==> src/rtl/sw1_poll_gap_timer.sv <==
// Loadable down-counter that spaces out re-polls; done is high while the count is zero.
module sw1_poll_gap_timer #(
    parameter int W = 2
) (
    input  logic         i_clk,
    input  logic         i_rst_n,
    input  logic         i_load,
    input  logic [W-1:0] i_load_val,
    input  logic         i_dec,
    output logic         o_done
);

    logic [W-1:0] r_cnt;

    always_ff @(posedge i_clk or negedge i_rst_n) begin
        if (!i_rst_n) begin
            r_cnt <= '0;
        end else if (i_load) begin
            r_cnt <= i_load_val;
        end else if (i_dec && (r_cnt != '0)) begin
            r_cnt <= r_cnt - 1'b1;
        end
    end

    assign o_done = (r_cnt == '0);

endmodule

==> config.mk <==
export PLATFORM = sky130hd
export DESIGN_NAME = sw1_poll_gap_timer
export DESIGN_NICKNAME = d
export VERILOG_FILES = /design/src/rtl/sw1_poll_gap_timer.sv
export SDC_FILE = /design/constraint.sdc
export NUM_CORES = 1
export LEC_CHECK = 0
export ABC_AREA = 0
export ABC_CLOCK_PERIOD_IN_PS = 1400
export BUFFER_PORTS_ARGS = -buffer_cell sky130_fd_sc_hd__clkbuf_2
export CAP_MARGIN = 20
export CORE_AREA = 8 8 45 47
export DETAILED_ROUTE_END_ITERATION = 8
export DIE_AREA = 0 0 53 55
export GPL_TIMING_DRIVEN = 0
export RECOVER_POWER = 25
export SETUP_SLACK_MARGIN = 0.1
export SYNTH_ARGS = -nofsm -noshare
export SYNTH_HDL_FRONTEND = slang
export SYNTH_SLANG_ARGS = --single-unit
==> constraint.sdc <==
create_clock -name i_clk -period 1.4 [get_ports i_clk]
set_input_delay 0.14 -clock i_clk [delete_from_list [all_inputs] [get_ports i_clk]]
set_output_delay 0.14 -clock i_clk [all_outputs]
set_load 0.02 [all_outputs]
==> reports/metrics.yaml, run 1 <==
status: "completed"
synth_cells: 13
vias: 143
dieArea_um2: 2920
cp_max_fo: 2
max_cap_violations: 0
setup.worst_path.start_class: "register"
route.detailed.drc: 0
clockBufferDepth: 2
nFillCells: 162
dr_wl_met3_um: 26
hold_viol: 0
highest_layer: "met3"
max_freq_mhz: 760
grt_overflow: 0
worst_slew_pin_slew_ps: 320
wl_per_cell_um: 9.88
wl_met1_um: 128
ys_warn_count: 0
reg_top3: "r_cnt: 2 flops"
largest_register_ffs: 2
hold-worst-slack_ps: 138
syn-num-nets: 20
gp_congestion: 0.654
yosysSeqAreaShare: 0.377
grt_usage: 0.0301
ios: 7
grt_pass1_vias: 160
dr.pass1.iters: 1
diodes: 0
cts.sinks: 2
rsz0062_at_grt: "yes"
viasPerCell: 3.49
stdcell_count: 41
hp-class: "in2reg"
fin_crit_sh: 0.939
preCtsSetupSlack_ps: 54.6
arrival_ps: 1430
die_x_um: 53
totalWireLength_um: 405
crit_required_ps: 1520
cts_tree: "yes"
core_area_um2: 1380
ys_types: 9
worst_slack_ps: 84.9
finalMaxSlewViolations: 0
dr_wl_met2_um: 250
drive_above_1_share: 0.640
critPathCaptureType: "register"
rows: 14
r2r_slack_ps: 80
numCtsBuffers: 3
die_h_um: 55
antenna_found_initial: 0
synth-seq-cells: 2
skew_ps: 0.391
start_util: 0.0958
setup_viol_count_final: 0
fin_crit_ps: 1320
grt_max_degree: 7
tns_ps: 0
irDropWorstVdd_mv: 0.148
dp_cells: 35
path_clk_slew_ps: 30
crit_type: "reg2reg"
clkLatencyLatePin_ps: 220
syn-mean-instance-area_um2: 10.2
io_buffers: 6
htree_levels: 1
drt_iter0_markers: 0
max_slew_margin: 0.787
drtAntennaViolNets: 0
cts-root-buf: "clkbuf_4"
syn_area_um2: 133
powerDensity_nw_per_um2: 1150
final_nets: 34
p_leak_nw: 0.119
grt_pass1_wl_um: 572
regMostFlops: "r_cnt"
area_growth_pct: 98.1
[kinds of logic (layout without fill, tap and decap cells)]
logic type,Yosys count,in the layout,synth area share
DFF,2,2,0.377
buffers and inverters,2,14,0.0566
and+or+nand+nor,6,6,0.311
AOI/OAI and AO/OA,2,2,0.160
adders and majority gates,1,1,0.0943
[power breakdown]
group          total [mW]  internal (mW)  switching (mW)
logic               0.105         0.0553          0.0492
registers          0.0718         0.0671         0.00466
clock network       0.126         0.0944          0.0313
[repair_timing]
| action | CTS | global route |
|---|---|---|
| setup buffers | 2 | 0 |
| hold buffers | 1 | 0 |
| endpoints found under the hold margin | 2 | 0 |
| endpoints found under the setup margin | 1 | 1 |
| pin swaps | 2 | 2 |
| gates resized for setup | 3 | 3 |
[worst max-delay path: stages, from the launching register on]
cell and delay (ps):
dfrtp_1 370, inv_2 70, ha_4 190, or4b_4 490, o311ai_4 80
[routing by layer]
layer	track usage	vias to the layer above
met1	0.0228	68
li1	-	72
met5	0	-
met4	0.0517	0
met2	0.0449	3
met3	0.0134	0
[placed cells by master (no fill, tap or decap)]
master / synthesis / final
or2b_1: 1 / 1
inv_2: 0 / 2
clkbuf_2: 0 / 5
dfrtp_1: 2 / 2
ha_4: 0 / 1
o311ai_4: 0 / 1
or4b_1: 2 / 1
nand2_1: 2 / 2
dlygate4sd3_1: 0 / 1
clkbuf_1: 0 / 1
clkbuf_4: 0 / 3
or4b_4: 0 / 1
nor2b_1: 1 / 1
o211ai_2: 1 / 1
buf_4: 0 / 2
[metrics by stage]
stage	power, mW	instance area [um2]	util
global route	0.328	263	0.190
global placement	0.130	185	0.134
detailed placement	0.132	185	0.134
CTS	0.292	243	0.175
finish	0.302	263	0.190
floorplan	0.112	135	-
[final timing paths]
kind,startpoint,end,cells past startpoint
worst max-delay path,r_cnt[0],r_cnt[1],4
worst min-delay path,i_load_val[0],r_cnt[0],3
worst max register to register,r_cnt[0],r_cnt[1],4
worst min register to register,r_cnt[0],r_cnt[0],3
max in group asynchronous,i_rst_n,r_cnt[1],2
min in group asynchronous,i_rst_n,r_cnt[0],2
[synth_stat cells]
cell type	number	area, um2
dfrtp_1	2	50.1
ha_1	1	12.5
inv_1	2	7.51
nand2_1	2	7.51
nor2b_1	1	6.26
o211ai_2	1	12.5
o311ai_0	1	8.76
or2b_1	1	7.51
or4b_1	2	20.0
[area by class of cell]
type | instances | area, um2 | share of cell area
Timing Repair Buffer | 9 | 53.8 | 0.205
Multi-Input combinational cell | 9 | 109 | 0.414
Clock buffer | 3 | 22.5 | 0.0857
Inverter | 2 | 7.51 | 0.0286
Tap cell | 16 | 20.0 | 0.0762
Sequential cell | 2 | 50.0 | 0.190
Power figures use the tool's default switching activity.
==> inputs of run 2 (changes only) <==
GPL_TIMING_DRIVEN = unset   (was 0)
RECOVER_POWER = unset   (was 25)
==> reports/metrics.yaml, run 2 (synthesized netlist as in run 1, its figures left out) <==
area_growth_pct: 99.1  # was 98.1%
drive_above_1_share: 0.680  # was 0.640
powerDensity_nw_per_um2: 1150  # about the same
route.detailed.drc: 0  # unchanged
crit_path_top_delay_cell: "or4b_4"  # unchanged
nFillCells: 161  # was 162
rows: 14  # unchanged
htree_levels: 1  # unchanged
dr.pass1.iters: 1  # unchanged
die_x_um: 53  # unchanged
worst_slew_pin_slew_ps: 320  # unchanged
regMostFlops: "r_cnt"  # unchanged
drtAntennaViolNets: 0  # unchanged
ios: 7  # unchanged
reg_top3: "r_cnt: 2 flops"  # unchanged
cp_cell_sequence: "inv_2 > ha_4 > or4b_4 > o311ai_4"  # unchanged
worst_slack_ps: 85.0  # was 84.9 ps
crit_type: "reg2reg"  # unchanged
min_from: "i_load_val[0]"  # unchanged
hold-worst-slack_ps: 138  # unchanged
cts_tree: "yes"  # unchanged
skew_ps: 0.391  # unchanged
totalWireLength_um: 406  # was 405 um
fin_crit_sh: 0.939  # about the same
vias: 143  # unchanged
critPathCaptureType: "register"  # unchanged
setup.worst_path.start_class: "register"  # unchanged
max_cap_violations: 0  # unchanged
hold_viol: 0  # unchanged
grt_overflow: 0  # unchanged
status: "completed"  # unchanged
cts.sinks: 2  # unchanged
arrival_ps: 1430  # about the same
rr_endpoint: "r_cnt[1]"  # unchanged
core_area_um2: 1380  # unchanged
tns_ps: 0  # unchanged
gp_congestion: 0.654  # unchanged
crit_required_ps: 1520  # about the same
cts-root-buf: "clkbuf_4"  # unchanged
reg2regPathDepth: 4  # unchanged
grt_max_degree: 7  # unchanged
wl_per_cell_um: 9.90  # was 9.88 um
r2r_slack_ps: 90  # was 80 ps
finalMaxSlewViolations: 0  # unchanged
dieArea_um2: 2920  # unchanged
slowest_delay_ps: 490  # about the same
viasPerCell: 3.49  # unchanged
io_buffers: 6  # unchanged
place_area_um2: 185  # unchanged
multiInputGateArea_um2: 109  # unchanged
setup_viol_count_final: 0  # unchanged
largest_register_ffs: 2  # unchanged
die_h_um: 55  # unchanged
p_leak_nw: 0.122  # was 0.119 nW
regToRegStartpoint: "r_cnt[0]"  # unchanged
seq_area_um2: 50.0  # unchanged
numCtsBuffers: 3  # unchanged
hp-class: "in2reg"  # unchanged
path_delay_family: "simple AND/OR/NAND/NOR gates"  # unchanged
rsz0062_at_grt: "yes"  # unchanged
cp_max_fo: 2  # unchanged
clkLatencyLatePin_ps: 220  # about the same
grt_usage: 0.0301  # unchanged
path_clk_slew_ps: 30  # about the same
grt_pass1_wl_um: 572  # unchanged
preCtsSetupSlack_ps: 54.6  # unchanged
start_util: 0.0958  # unchanged
stdcell_area_um2: 264  # was 263 um2
whs_endpoint: "r_cnt[0]"  # unchanged
irDropWorstVdd_mv: 0.148  # about the same
crit_buf_inv: 1  # unchanged
max_freq_mhz: 760  # about the same
grt_pass1_vias: 160  # unchanged
final_nets: 34  # unchanged
diodes: 0  # unchanged
hold_depth: 3  # unchanged
antenna_found_initial: 0  # unchanged
layout_common_cells: "clkbuf_2, clkbuf_4"  # unchanged
fin_crit_ps: 1310  # was 1320 ps
mostFrequentLayoutCell: "clkbuf_2"  # unchanged
drt_iter0_markers: 0  # unchanged
max_slew_margin: 0.787  # unchanged
clockBufferDepth: 2  # unchanged
==> run 2: how the worst max path moves through the flow <==
stage,from,end,slack [ps],cells after the start
3_5_place_dp,r_cnt[0],r_cnt[1],50,4
6_report,r_cnt[0],r_cnt[1],90,4
2_1_floorplan,r_cnt[0],r_cnt[1],110,4
4_1_cts,r_cnt[1],r_cnt[1],70,4
3_3_place_gp,r_cnt[0],r_cnt[1],60,4
5_1_grt,r_cnt[0],r_cnt[1],40,4
==> run 2: power by group <==
group | switching [mW] | leakage (nW) | internal, mW
logic | 0.0493 | 0.0839 | 0.0557
registers | 0.00464 | 0.0242 | 0.0671
clock network | 0.0313 | 0.0138 | 0.0944
total | 0.0852 | 0.122 | 0.217
==> run 2: per-stage QoR <==
step                      utilization  total power [mW]  instances
after floorplan                     -             0.112         13
after global routing            0.191             0.329         41
final                           0.191             0.302         41
after CTS                       0.175             0.292         41
after global placement          0.134             0.130         35
after detailed placement        0.134             0.132         35
==> run 2: what timing repair did <==
item                                    CTS  global route
hold endpoints to repair                  2             0
setup buffers                             2             0
resized for setup                         3             3
pin swaps                                 2             2
hold buffers                              1             0
endpoints found under the setup margin    1             1
==> run 2: per-layer routing <==
layer / track usage / vias to the layer above / share of wire / routed length (um)
met5: 0 / - / 0 / 0
met1: 0.0228 / 68 / 0.32 / 129
met4: 0.0517 / 0 / 0 / 0
met2: 0.0449 / 3 / 0.62 / 250
li1: - / 72 / - / -
met3: 0.0134 / 0 / 0.064 / 26
==> run 2: tightest hold or removal path: stages <==
cell and delay, ps:
clkbuf_2 80, nand2_1 50, o211ai_2 50
==> run 2: area by class of cell <==
class | count | area share
timing repair buffer | 9 | 0.209
sequential | 2 | 0.190
inverter | 2 | 0.0284
clock buffer | 3 | 0.0853
multi-input combinational | 9 | 0.412
tap | 16 | 0.0758
==> inputs of run 3 (changes only) <==
ABC_AREA = 1   (was 0)
CAP_MARGIN = unset   (was 20)
==> reports/metrics.yaml, run 3 <==
grt_pass1_vias: 171  # was 160
synth-seq-cells: 2  # unchanged
critPathCapture: "o_done"  # was r_cnt[1]
fin_crit_sh: 0.806  # was 0.939
yosys.area.top_type: "dfrtp_1"  # unchanged
startpoint: "r_cnt[0]"  # unchanged
synthAdderAreaFrac: 0.0980  # was 0.0943
grt_pass1_wl_um: 621  # was 572 um
syn-mean-instance-area_um2: 6.72  # was 10.2 um2
hold_viol: 0  # unchanged
powerDensity_nw_per_um2: 1390  # was 1150 nW/um2
cts_resized: 0  # was 3
synth.area.top_cells: "dfrtp_1, nand2_1, ha_1, inv_1, nand3_1"  # was dfrtp_1, or4b_1, ha_1, o211ai_2, o311ai_0
cp_max_fo: 3  # was 2
tns_ps: 0  # unchanged
p_leak_nw: 0.121  # was 0.122 nW
wl_met1_um: 144  # was 129 um
hp-class: "in2reg"  # unchanged
max_slew_margin: 0.908  # was 0.787
irDropWorstVdd_mv: 0.430  # was 0.148 mV
area_growth_pct: 64.7  # was 99.1%
grt_max_degree: 6  # was 7
layout_common_cells: "nand2_1, clkbuf_2, inv_1, clkbuf_4"  # was clkbuf_2, clkbuf_4
synth_top_family_by_area: "simple AND/OR/NAND/NOR gates"  # unchanged
dr.pass1.iters: 2  # was 1
synth_common_cells: "nand2_1, inv_1, dfrtp_1, nand3_1, o21ai_0"  # was dfrtp_1, inv_1, nand2_1, or4b_1
highest_layer: "met3"  # unchanged
synth_compound_area_frac: 0.0784  # was 0.160
nFillCells: 164  # was 161
synthSimpleGateAreaFrac: 0.314  # was 0.311
largest_register_ffs: 2  # unchanged
drt_iter0_markers: 1  # was 0
syn-num-nets: 26  # was 20
arrival_ps: 990  # was 1430 ps
antenna_found_initial: 0  # unchanged
crit_type: "reg2out"  # was reg2reg
rsz0062_at_grt: "no"  # was yes
start_util: 0.0922  # was 0.0958
io_buffers: 6  # unchanged
mostFrequentLayoutCell: "nand2_1"  # was clkbuf_2
gp_congestion: 0.672  # was 0.654
finalMaxSlewViolations: 0  # unchanged
max_freq_mhz: 886  # was 760 MHz
grt_overflow: 0  # unchanged
synth_cells: 19  # was 13
regToRegStartpoint: "r_cnt[0]"  # unchanged
rr_endpoint: "r_cnt[0]"  # was r_cnt[1]
path_clk_slew_ps: 30  # about the same
status: "completed"  # unchanged
clkLatencyLatePin_ps: 220  # about the same
ios: 7  # unchanged
grt_usage: 0.0333  # was 0.0301
syn_area_um2: 128  # was 133 um2
synth-edff-count: 0  # unchanged
drive_above_1_share: 0.345  # was 0.680
core_area_um2: 1380  # unchanged
rows: 14  # unchanged
setup_viol_count_final: 0  # unchanged
htree_levels: 1  # unchanged
r2r_slack_ps: 360  # was 90 ps
synth_ff_type: "dfrtp_1"  # unchanged
ys_warn_count: 0  # unchanged
critPathCaptureType: "output pin"  # was register
diodes: 0  # unchanged
clockBufferDepth: 2  # unchanged
wl_per_cell_um: 7.02  # was 9.90 um
postSynth.asyncResetShare: 1.00  # unchanged
max_cap_violations: 0  # unchanged
dr_wl_met3_um: 54  # was 26 um
numCtsBuffers: 3  # unchanged
route.detailed.drc: 0  # unchanged
regMostFlops: "r_cnt"  # unchanged
final_nets: 38  # was 34
synth_most_common_cell: "nand2_1"
skew_ps: 1.62  # was 0.391 ps
synth_xor_area_frac: 0  # unchanged
preCtsSetupSlack_ps: 353  # was 54.6 ps
fin_crit_ps: 1130  # was 1310 ps
cts-root-buf: "clkbuf_4"  # unchanged
netlist.area_leader.share: 0.392  # was 0.377
crit_required_ps: 1260  # was 1520 ps
hpwl_um: 279
die_x_um: 53  # unchanged
worst_slew_pin_slew_ps: 136  # was 320 ps
synthMuxAreaShare: 0  # unchanged
dr_wl_met2_um: 117  # was 250 um
dieArea_um2: 2920  # unchanged
die_h_um: 55  # unchanged
cts_setup_buffers: 0  # was 2
vias: 141  # was 143
multiInputGateArea_um2: 62.6  # was 109 um2
cts_tree: "yes"  # unchanged
reg_top3: "r_cnt: 2 flops"  # unchanged
worst_slack_ps: 271  # was 85.0 ps
totalWireLength_um: 316  # was 406 um
reg2regPathDepth: 7  # was 4
drtAntennaViolNets: 0  # unchanged
viasPerCell: 3.13  # was 3.49
cts.sinks: 2  # unchanged
seq_area_um2: 50.0  # unchanged
setup.worst_path.start_class: "register"  # unchanged
yosysSeqAreaShare: 0.392  # was 0.377
ys_types: 7  # was 9
-- run 3: cell count changes after synthesis, sizes merged --
cell and delta:
o311ai -1, inv +2, or2b -1, o21ai +2, nor2b -1, o211ai -1
nand2 +6, or4b -2, nand3 +2
-- run 3: kinds of logic (layout without fill, tap and decap cells) --
| kind of cell | count (synthesis) | after routing |
|---|---|---|
| AOI/OAI and AO/OA | 2 | 2 |
| DFF | 2 | 2 |
| adders and majority gates | 1 | 1 |
| and+or+nand+nor | 10 | 10 |
| buffers and inverters | 4 | 14 |
-- run 3: worst min path at each step --
stage | end | cells after the start | from
global placement | r_cnt[1] | 1 | i_rst_n
detailed placement | r_cnt[0] | 1 | i_rst_n
floorplan | r_cnt[0] | 0 | i_rst_n
CTS | r_cnt[1] | 2 | i_rst_n
global route | r_cnt[1] | 2 | i_rst_n
finish | r_cnt[1] | 5 | i_load_val[1]
-- run 3: power breakdown --
part | internal, mW | switching (mW) | leakage (nW)
clock | 0.0944 | 0.0310 | 0.0138
combinational | 0.0348 | 0.0506 | 0.0829
sequential | 0.0731 | 0.00876 | 0.0244
total | 0.202 | 0.0903 | 0.121
-- run 3: metrics by stage --
step	std cells	cell area [um2]	power (mW)	hold slack (ps)	utilization
after global placement	41	178	0.166	-73.1	0.128
after detailed placement	41	178	0.168	-70.0	0.128
after global routing	45	210	0.328	240	0.152
after floorplan	19	128	0.141	-156	-
final	45	210	0.293	230	0.152
after CTS	45	210	0.304	228	0.152
-- run 3: worst max-delay path, stage by stage, from the launching register on --
cell,delay [ps]
dfrtp_1,380
inv_1,60
ha_1,160
clkbuf_2,170
-- run 3: cell type report --
type | count | share of cell area
flip-flops and latches | 2 | 0.238
clock buffers | 3 | 0.107
multi-input cells | 13 | 0.298
repair buffers | 7 | 0.190
well taps | 16 | 0.0952
inverters | 4 | 0.0714
-- run 3: per-layer routing --
layer	GRT usage	up-vias
li1	-	79
met1	0.0258	57
met2	0.0410	5
met3	0.0374	0
met4	0.0388	0
met5	0	-
-- run 3: timing repair --
action                                 CTS  global route
endpoints found under the hold margin    2             0
setup endpoints to repair                0             0
hold buffers                             1             0
